### src/rtl/sound_effect_sequencer.sv
// Sound-effect sequencer: turns fire/explosion event pulses into timed note
// sequences from a fixed table and arbitrates them (explosion > fire > thrust)
// ahead of the square-wave tone generator.
//
// Ports:
//   clock100     : system clock (100 MHz)
//   reset        : synchronous, active-high reset
//   fire_trig    : rising edge starts the fire effect
//   explode_trig : rising edge starts the explosion effect
//   thrust_on    : level, thrust drone while no sequenced effect plays
//   mute         : level, forces audEn low without disturbing sequencing
//   period       : tone period in 10 ns units, 0 when silent
//   audEn        : audio enable to the tone generator / amplifier
//   busy         : high while fire or explosion plays
//   effect_id    : 0=silent, 1=fire, 2=explosion, 3=thrust
//
// state | meaning
// IDLE  | no sequenced effect; output is thrust drone or silence
// PLAY  | playing note note_idx of the fire or explosion table
module sound_effect_sequencer #(
  parameter int          TICK_DIV      = 100000,
  parameter logic [31:0] THRUST_PERIOD = 32'd1000000
) (
  input  logic        clock100,
  input  logic        reset,
  input  logic        fire_trig,
  input  logic        explode_trig,
  input  logic        thrust_on,
  input  logic        mute,
  output logic [31:0] period,
  output logic        audEn,
  output logic        busy,
  output logic [1:0]  effect_id
);

  localparam int CW = $clog2(TICK_DIV);

  typedef enum logic {IDLE, PLAY} state_t;

  state_t        state, state_n;
  logic          effect_expl, effect_expl_n;  // 0 = fire, 1 = explosion
  logic [1:0]    note_idx, note_idx_n;
  logic [6:0]    remaining, remaining_n;
  logic [CW-1:0] tick_cnt, tick_cnt_n;
  logic          fire_prev, explode_prev;
  logic          fire_start, explode_start, tick;
  logic [31:0]   period_n;
  logic          aud_en_n, busy_n;
  logic [1:0]    effect_id_n;

  function automatic logic [31:0] note_period(input logic expl, input logic [1:0] idx);
    if (expl) begin
      case (idx)
        2'd0:    return 32'd400000;
        2'd1:    return 32'd500000;
        2'd2:    return 32'd600000;
        default: return 32'd800000;
      endcase
    end else begin
      case (idx)
        2'd0:    return 32'd50000;
        2'd1:    return 32'd75000;
        default: return 32'd100000;
      endcase
    end
  endfunction

  function automatic logic [6:0] note_dur(input logic expl, input logic [1:0] idx);
    if (expl) return (idx == 2'd3) ? 7'd120 : 7'd60;
    else      return 7'd30;
  endfunction

  always_ff @(posedge clock100) begin
    if (reset) begin
      state        <= IDLE;
      effect_expl  <= 1'b0;
      note_idx     <= '0;
      remaining    <= '0;
      tick_cnt     <= '0;
      fire_prev    <= 1'b0;
      explode_prev <= 1'b0;
      period       <= '0;
      audEn        <= 1'b0;
      busy         <= 1'b0;
      effect_id    <= '0;
    end else begin
      state        <= state_n;
      effect_expl  <= effect_expl_n;
      note_idx     <= note_idx_n;
      remaining    <= remaining_n;
      tick_cnt     <= tick_cnt_n;
      fire_prev    <= fire_trig;
      explode_prev <= explode_trig;
      period       <= period_n;
      audEn        <= aud_en_n;
      busy         <= busy_n;
      effect_id    <= effect_id_n;
    end
  end

  always_comb begin
    fire_start    = fire_trig & ~fire_prev;
    explode_start = explode_trig & ~explode_prev;
    tick          = (tick_cnt == CW'(TICK_DIV - 1));

    state_n       = state;
    effect_expl_n = effect_expl;
    note_idx_n    = note_idx;
    remaining_n   = remaining;
    tick_cnt_n    = tick ? '0 : tick_cnt + 1'b1;

    // A start outranks a coincident tick; fire cannot break into an explosion.
    if (explode_start) begin
      state_n       = PLAY;
      effect_expl_n = 1'b1;
      note_idx_n    = 2'd0;
      remaining_n   = note_dur(1'b1, 2'd0);
      tick_cnt_n    = '0;
    end else if (fire_start && (state == IDLE || !effect_expl)) begin
      state_n       = PLAY;
      effect_expl_n = 1'b0;
      note_idx_n    = 2'd0;
      remaining_n   = note_dur(1'b0, 2'd0);
      tick_cnt_n    = '0;
    end else if (state == PLAY && tick) begin
      if (remaining > 7'd1) begin
        remaining_n = remaining - 7'd1;
      end else if (note_idx == (effect_expl ? 2'd3 : 2'd2)) begin
        state_n = IDLE;
      end else begin
        note_idx_n  = note_idx + 2'd1;
        remaining_n = note_dur(effect_expl, note_idx + 2'd1);
      end
    end

    // Outputs are registered from the next state so they track it with one cycle latency.
    period_n    = '0;
    busy_n      = 1'b0;
    effect_id_n = 2'd0;
    if (state_n == PLAY) begin
      period_n    = note_period(effect_expl_n, note_idx_n);
      busy_n      = 1'b1;
      effect_id_n = effect_expl_n ? 2'd2 : 2'd1;
    end else if (thrust_on) begin
      period_n    = THRUST_PERIOD;
      effect_id_n = 2'd3;
    end
    aud_en_n = (period_n != '0) & ~mute;
  end

endmodule

### config.mk
export PLATFORM = sky130hd
export DESIGN_NAME = sound_effect_sequencer
export DESIGN_NICKNAME = d
export VERILOG_FILES = /design/src/rtl/sound_effect_sequencer.sv
export SDC_FILE = /design/constraint.sdc
export NUM_CORES = 1
export LEC_CHECK = 0
export BUFFER_PORTS_ARGS = -buffer_cell sky130_fd_sc_hd__clkbuf_2
export CAP_MARGIN = 40
export CORE_MARGIN = 8
export CORE_UTILIZATION = 60
export CTS_BUF_LIST = sky130_fd_sc_hd__clkbuf_8
export DETAILED_ROUTE_END_ITERATION = 12
export GPL_TIMING_DRIVEN = 0
export PLACE_DENSITY_LB_ADDON = 0.2
export SYNTH_ARGS = -nofsm -noshare
export SYNTH_HDL_FRONTEND = slang
export SYNTH_SLANG_ARGS = --single-unit
### constraint.sdc
create_clock -name clock100 -period 4.4 [get_ports clock100]
set_clock_uncertainty 0.15 [all_clocks]
set_input_delay 0.66 -clock clock100 [delete_from_list [all_inputs] [get_ports clock100]]
set_output_delay 0.66 -clock clock100 [all_outputs]
set_load 0.05 [all_outputs]
Yosys cells after proc, flatten, opt, wreduce, memory -nomap -nowiden
Cells that the tools add are included.
- add/sub/neg operators: 3
- $mul: 0
- div/mod/pow operators: 0
- $lt $le $gt $ge: 1
- equality and inequality tests: 8
- shift-type cells: 0
- muxes and demuxes: 29
- bitwise operators: 7
- reductions and logical operators: 14
- operators with widths (kind ; count):
    two-way mux 32 bit ; 2
    case mux 20 bit (3 select lines) ; 1
    case mux 17 bit (2 select lines) ; 1
    nonzero test 32 bit ; 1
    two-way mux 7 bit ; 4
    two-way mux 20 bit ; 1
    two-way mux 6 bit ; 3
    adder 17 x 1 -> 17 bit (second input constant) ; 1
    == test 17 bit (second input constant) ; 1
    two-way mux 2 bit ; 8
    two-way mux 1 bit ; 9
    > comparator 7 x 1 -> 1 bit (second input constant) ; 1
    subtractor 7 x 1 -> 7 bit (second input constant) ; 1
    AND reduction 2 bit ; 3
    == test 2 bit (second input constant) ; 2
    inequality test 4 bit (second input constant) ; 1
    NOT 1 bit ; 4
    OR reduction 4 bit ; 1
    bitwise AND 1 bit ; 3
    inequality test 3 bit (second input constant) ; 1
    nonzero test 3 bit ; 1
    OR reduction 3 bit ; 1
    adder 2 x 1 -> 2 bit (second input constant) ; 1
    == test 2 x 1 -> 1 bit (second input constant) ; 1
    8 further kinds ; 9
- register bits: 66
- bits in latches: 0
- bits in writable memories: 0
- memory bits (read-only): 0
- bits of input ports: 6
- output and inout port bits: 36
- memories: 0

Depth between registers and ports, before layout
- depth after elaboration: 13
- depth in mapped cells: 11
- depth with buffers taken out: 11

Worst setup path before layout
No wires, ideal clock.
- path kind: reg2reg
- start: register tick_cnt[0]
- end: register period[6]
- arrival: 2441 ps
- required time: 4176 ps
- slack: 1735 ps
- stages on the path, launching flop included: 12
- period minus slack after synthesis: 2665 ps
- cells stage by stage: dfxtp_1 > ha_1 > and4_1 > and4_1 > clkbuf_1 > nand4b_1 > mux2_2 > inv_1 > ha_1 > nor2_1 > or3_1 > a31oi_1
- longest elaborated chain between the ends: 9
- RTL lines (item ; RTL line ; source):
    start: declaration ; 44 ; logic [CW-1:0] tick_cnt, tick_cnt_n;
    start signal: assignment ; 91 ; tick_cnt <= tick_cnt_n;
    == test 17 bit * ; 104 ; tick = (tick_cnt == CW'(TICK_DIV - 1));
    logical AND 1 bit * ; 125 ; end else if (state == PLAY && tick) begin
    two-way mux 2 bit * ; 125 ;
    two-way mux 2 bit * ; 119 ; end else if (fire_start && (state == IDLE || !effect_expl)) begin
    two-way mux 2 bit * ; 113 ; if (explode_start) begin
    named net note_idx_n[0] ; 42 ; logic [1:0] note_idx, note_idx_n;
    == test 2 bit, or another cell as far along ; 53 ; case (idx)
    case mux 20 bit (3 select lines) / case mux 17 bit (2 select lines) (equally long branches) ; 53, 60 ;
    two-way mux 32 bit * ; 52 ; if (expl) begin
    two-way mux 32 bit * ; 140 ; if (state_n == PLAY) begin
    end signal: assignment ; 94 ; period <= period_n;
    end: declaration ; 30 ; output logic [31:0] period,
The timed path passes the listed nets; every way through them passes the cells marked *.
A chain may end at the register's enable or synchronous reset.

Worst setup path after layout
- start: register effect_expl
- end: register period[6]
- longest elaborated chain between the ends: 11
- RTL lines (item ; RTL line ; source):
    start: declaration ; 41 ; logic effect_expl, effect_expl_n;
    start signal: assignment ; 88 ; effect_expl <= effect_expl_n;
    two-way mux 1 bit ; 128 ; end else if (note_idx == (effect_expl ? 2'd3 : 2'd2)) begin
    == test 2 bit ; 128 ;
    two-way mux 2 bit ; 128 ;
    two-way mux 2 bit ; 126 ; if (remaining > 7'd1) begin
    two-way mux 2 bit ; 125 ;
    two-way mux 2 bit ; 119 ;
    two-way mux 2 bit ; 113 ;
    == test 2 bit, or another cell as far along ; 53 ;
    case mux 20 bit (3 select lines) / case mux 17 bit (2 select lines) (equally long branches) ; 53, 60 ;
    two-way mux 32 bit ; 52 ;
    two-way mux 32 bit * ; 140 ;
Every way passes the cells marked *; elsewhere a longest branch is shown, timed or not.

==> impl_metrics.tcl <==
set metrics [dict create \
    synthTopCellsByArea "dfxtp_1, nor2_1, buf_4" \
    hold_path_class "reg2reg" \
    hold_end "tick_cnt[0]" \
    postCtsSetupRepairBufs 0 \
    rr_endpoint "period[6]" \
    yosys.area.top_type "dfxtp_1" \
    drv_cap 0 \
    reg2reg_slack_ps 1290 \
    place_inst 372 \
    post-dp-hpwl_um 4025 \
    track_usage_pct 17.11 \
    die_w_um 79.87 \
    first_iter_violations 142 \
    syn_area_per_cell_um2 8.679 \
    yosysMostFrequentCell "dfxtp_1" \
    r2r_cells 9 \
    grt_pass1_vias 1993 \
    cp.required_ps 4460 \
    tns_ps 0 \
    synth-xor-area-share_pct 5.368 \
    intPower_uw 630.3 \
    critPathMaxStageDelay_ps 470 \
    synth_commonest_cells "dfxtp_1, nor2_1, nand2_1" \
    cp_common_cell "clkbuf_1" \
    worstPathCellList "clkbuf_1 -> and2_1 -> o21ai_0 -> clkbuf_1 -> o32a_1 -> ha_1 -> nor2_1 -> or3_1 -> a31oi_1" \
    finalSetupViolCount 0 \
    coreArea_um2 3971 \
    netlist_area_um2 2447 \
    criticalPathCategory "reg2reg" \
    p_seq_share_pct 52.5 \
    arrival_ps 3170 \
    end_kind "register" \
    synth_edf_count 0 \
    slowest_stage "o21ai_0" \
    die_area_um2 6378 \
    ctsHoldBuffers 0 \
    std_cell_rows 23 \
    yosysSeqAreaShare_pct 40.90 \
    pre_cts_ws_ps 1254 \
    period_share_pct 70.69 \
    worstPathMaxFanout 10 \
    num_vias 2053 \
    synth_adder_area_share_pct 3.579 \
    cts_inserted_buffers 5 \
    final.setup.worst_slack_ps 1290 \
    antenna_found_initial 0 \
    drt-vias-per-instance 5.417 \
    grt_pass1_wl_um 8935 \
    netlist.area_leader.share_pct 40.90 \
    post_cts_resized 0 \
    clk_latency_ps 300 \
    peakVddDrop_v 0.0002078 \
    clk_path_buf_depth 2 \
    period_minus_slack_ps 3110 \
    yosys_warnings 0 \
    nFillCells 346 \
    clock-sinks 50 \
    powerDensity_nw_per_um2 331.5 \
    finalNonFillerCells 379 \
    drtAntennaViolNets 0 \
    ys_types 53 \
    tightest_slew_ps 719.8 \
    min_from "tick_cnt[0]" \
    cts.htree.levels 2 \
    critPathLaunchType "register" \
    die_y_um 79.87 \
    pin_count 42 \
    gp_congestion 0.8454 \
    cts_tree "yes" \
    drive_above_1_share_pct 19.15 \
    routed_wl_um 5238 \
    fmax_mhz 321.5 \
    synthSimpleGateAreaFrac_pct 26.18 \
    status "finished clean" \
    grt_start_max_net_pins 14 \
    share_comb_of_total_power_pct 20.9 \
    startpoint "effect_expl" \
    ys_ff_latch 50 \
    power.leakage_uw 0.001146 \
    start_util_pct 61.63 \
    fin_nets 342 \
    synth_ff_type "dfxtp_1" \
    drcViolationCount 0 \
    syn-instance-count 282 \
    syn_to_final_growth_pct 13.14 \
    drv_slew 0 \
    slew_headroom_pct 51.34 \
    p_sw_share_pct 31.34 \
    clockPowerShare_pct 26.6 \
    port_buffers 26 \
    p_sw_uw 287.7 \
    grt_overflow 0 \
    post_drt_wl_per_cell_um 13.82 \
    async_reset_ff_share_pct 0 \
    synth-compound-area-share_pct 13.39 \
    synth.area.mux_share_pct 2.658 \
    path_clk_slew_ps 80 \
    grt_setup_unrepaired "no" \
    power.total_uw 918.0 \
    hold_viol_final 0 \
    synth_top_family_by_area "simple AND/OR/NAND/NOR gates" \
    drt-pass1-iter-count 4 \
    rr_startpoint "effect_expl" \
    cts_root_buffer "clkbuf_8" \
    holdPathStages 1 \
    num_antenna_cells 0 \
]
layout make-up:
type	count	area [µm²]	share of cell area, %
clock inverters	2	7.507	0.2711
repair buffers	26	130.1	4.700
clock buffers	5	68.82	2.485
multi-input cells	211	1309	47.27
well taps	50	62.56	2.259
inverters	9	36.28	1.310
flip-flops and latches	50	1001	36.15
plain buffers	26	153.9	5.558
stage by stage:
stage	util (%)	hold slack (ps)	cell area, µm²
final	69.72	319.5	2769
after detailed placement	67.80	308.7	2693
after CTS	69.72	328.3	2769
after global routing	69.72	344.1	2769
after floorplan	-	280.2	2500
after global placement	67.80	296.9	2693
worst max-delay path by stage:
stage | depth (start not counted) | to | slack [ps]
after floorplan | 11 | period[6] | 1730
after global placement | 9 | period[6] | 1350
after detailed placement | 9 | period[6] | 1250
after CTS | 11 | period[6] | 1320
after global routing | 11 | period[6] | 1100
final | 9 | period[6] | 1290
registers in the layout (all words and copies together), names as in the netlist:
name	count
remaining	7
period	17
note_idx	2
tick_cnt	17
fire_prev	1
explode_prev	1
effect_expl	1
audEn	1
effect_id	2
busy	1
power by group through the flow:
stage / clock network [µW] / logic, µW / registers (µW)
after floorplan: 0 / 108 / 539
after global placement: 0 / 188 / 492
after detailed placement: 0 / 190 / 493
after CTS: 251 / 191 / 482
after global routing: 268 / 205 / 485
final: 244 / 192 / 482
layer usage:
layer	track usage, %	share of wire, %	wire [µm]	vias up
met1	20.55	45	2339	955
met5	0	0	0	-
met2	28.28	48	2524	44
li1	-	-	-	1044
met3	4.730	5.9	310	10
met4	6.545	1.2	64	0
placed cells by master, fill, tap and decap left out, drive strengths merged, types with 2 or more instances in the layout:
cell	count
or2	3
buf	15
a211oi	5
a21oi	14
nand2b	6
nand4	6
mux2i	2
clkbuf	42
a31oi	3
nand2	25
and3	3
a21o	2
xor2	10
o21ai	8
nor3	11
dfxtp	50
nor2b	5
or4	2
and4	3
mux2	4
a311oi	2
xnor2	5
nand3	7
or3	6
conb	15
nor3b	2
and2	2
inv	11
o21bai	2
nor2	36
ha	7
logic make-up after synthesis:
group	Yosys count
simple gates	122
flops	50
other cells	1
compound gates	46
xor+xnor	15
mux	6
fa+ha+maj	7
buf+inv	35
critical path: cells and delay by family, from the launching register on:
family | cells | cell delay (ps)
AO/OA/AOI/OAI | 3 | 990
AND/OR/NAND/NOR | 3 | 650
adder cells (fa/ha/maj) | 1 | 290
buffers and inverters | 2 | 630
flip-flops | 1 | 310
(Power assumes the default switching activity.)
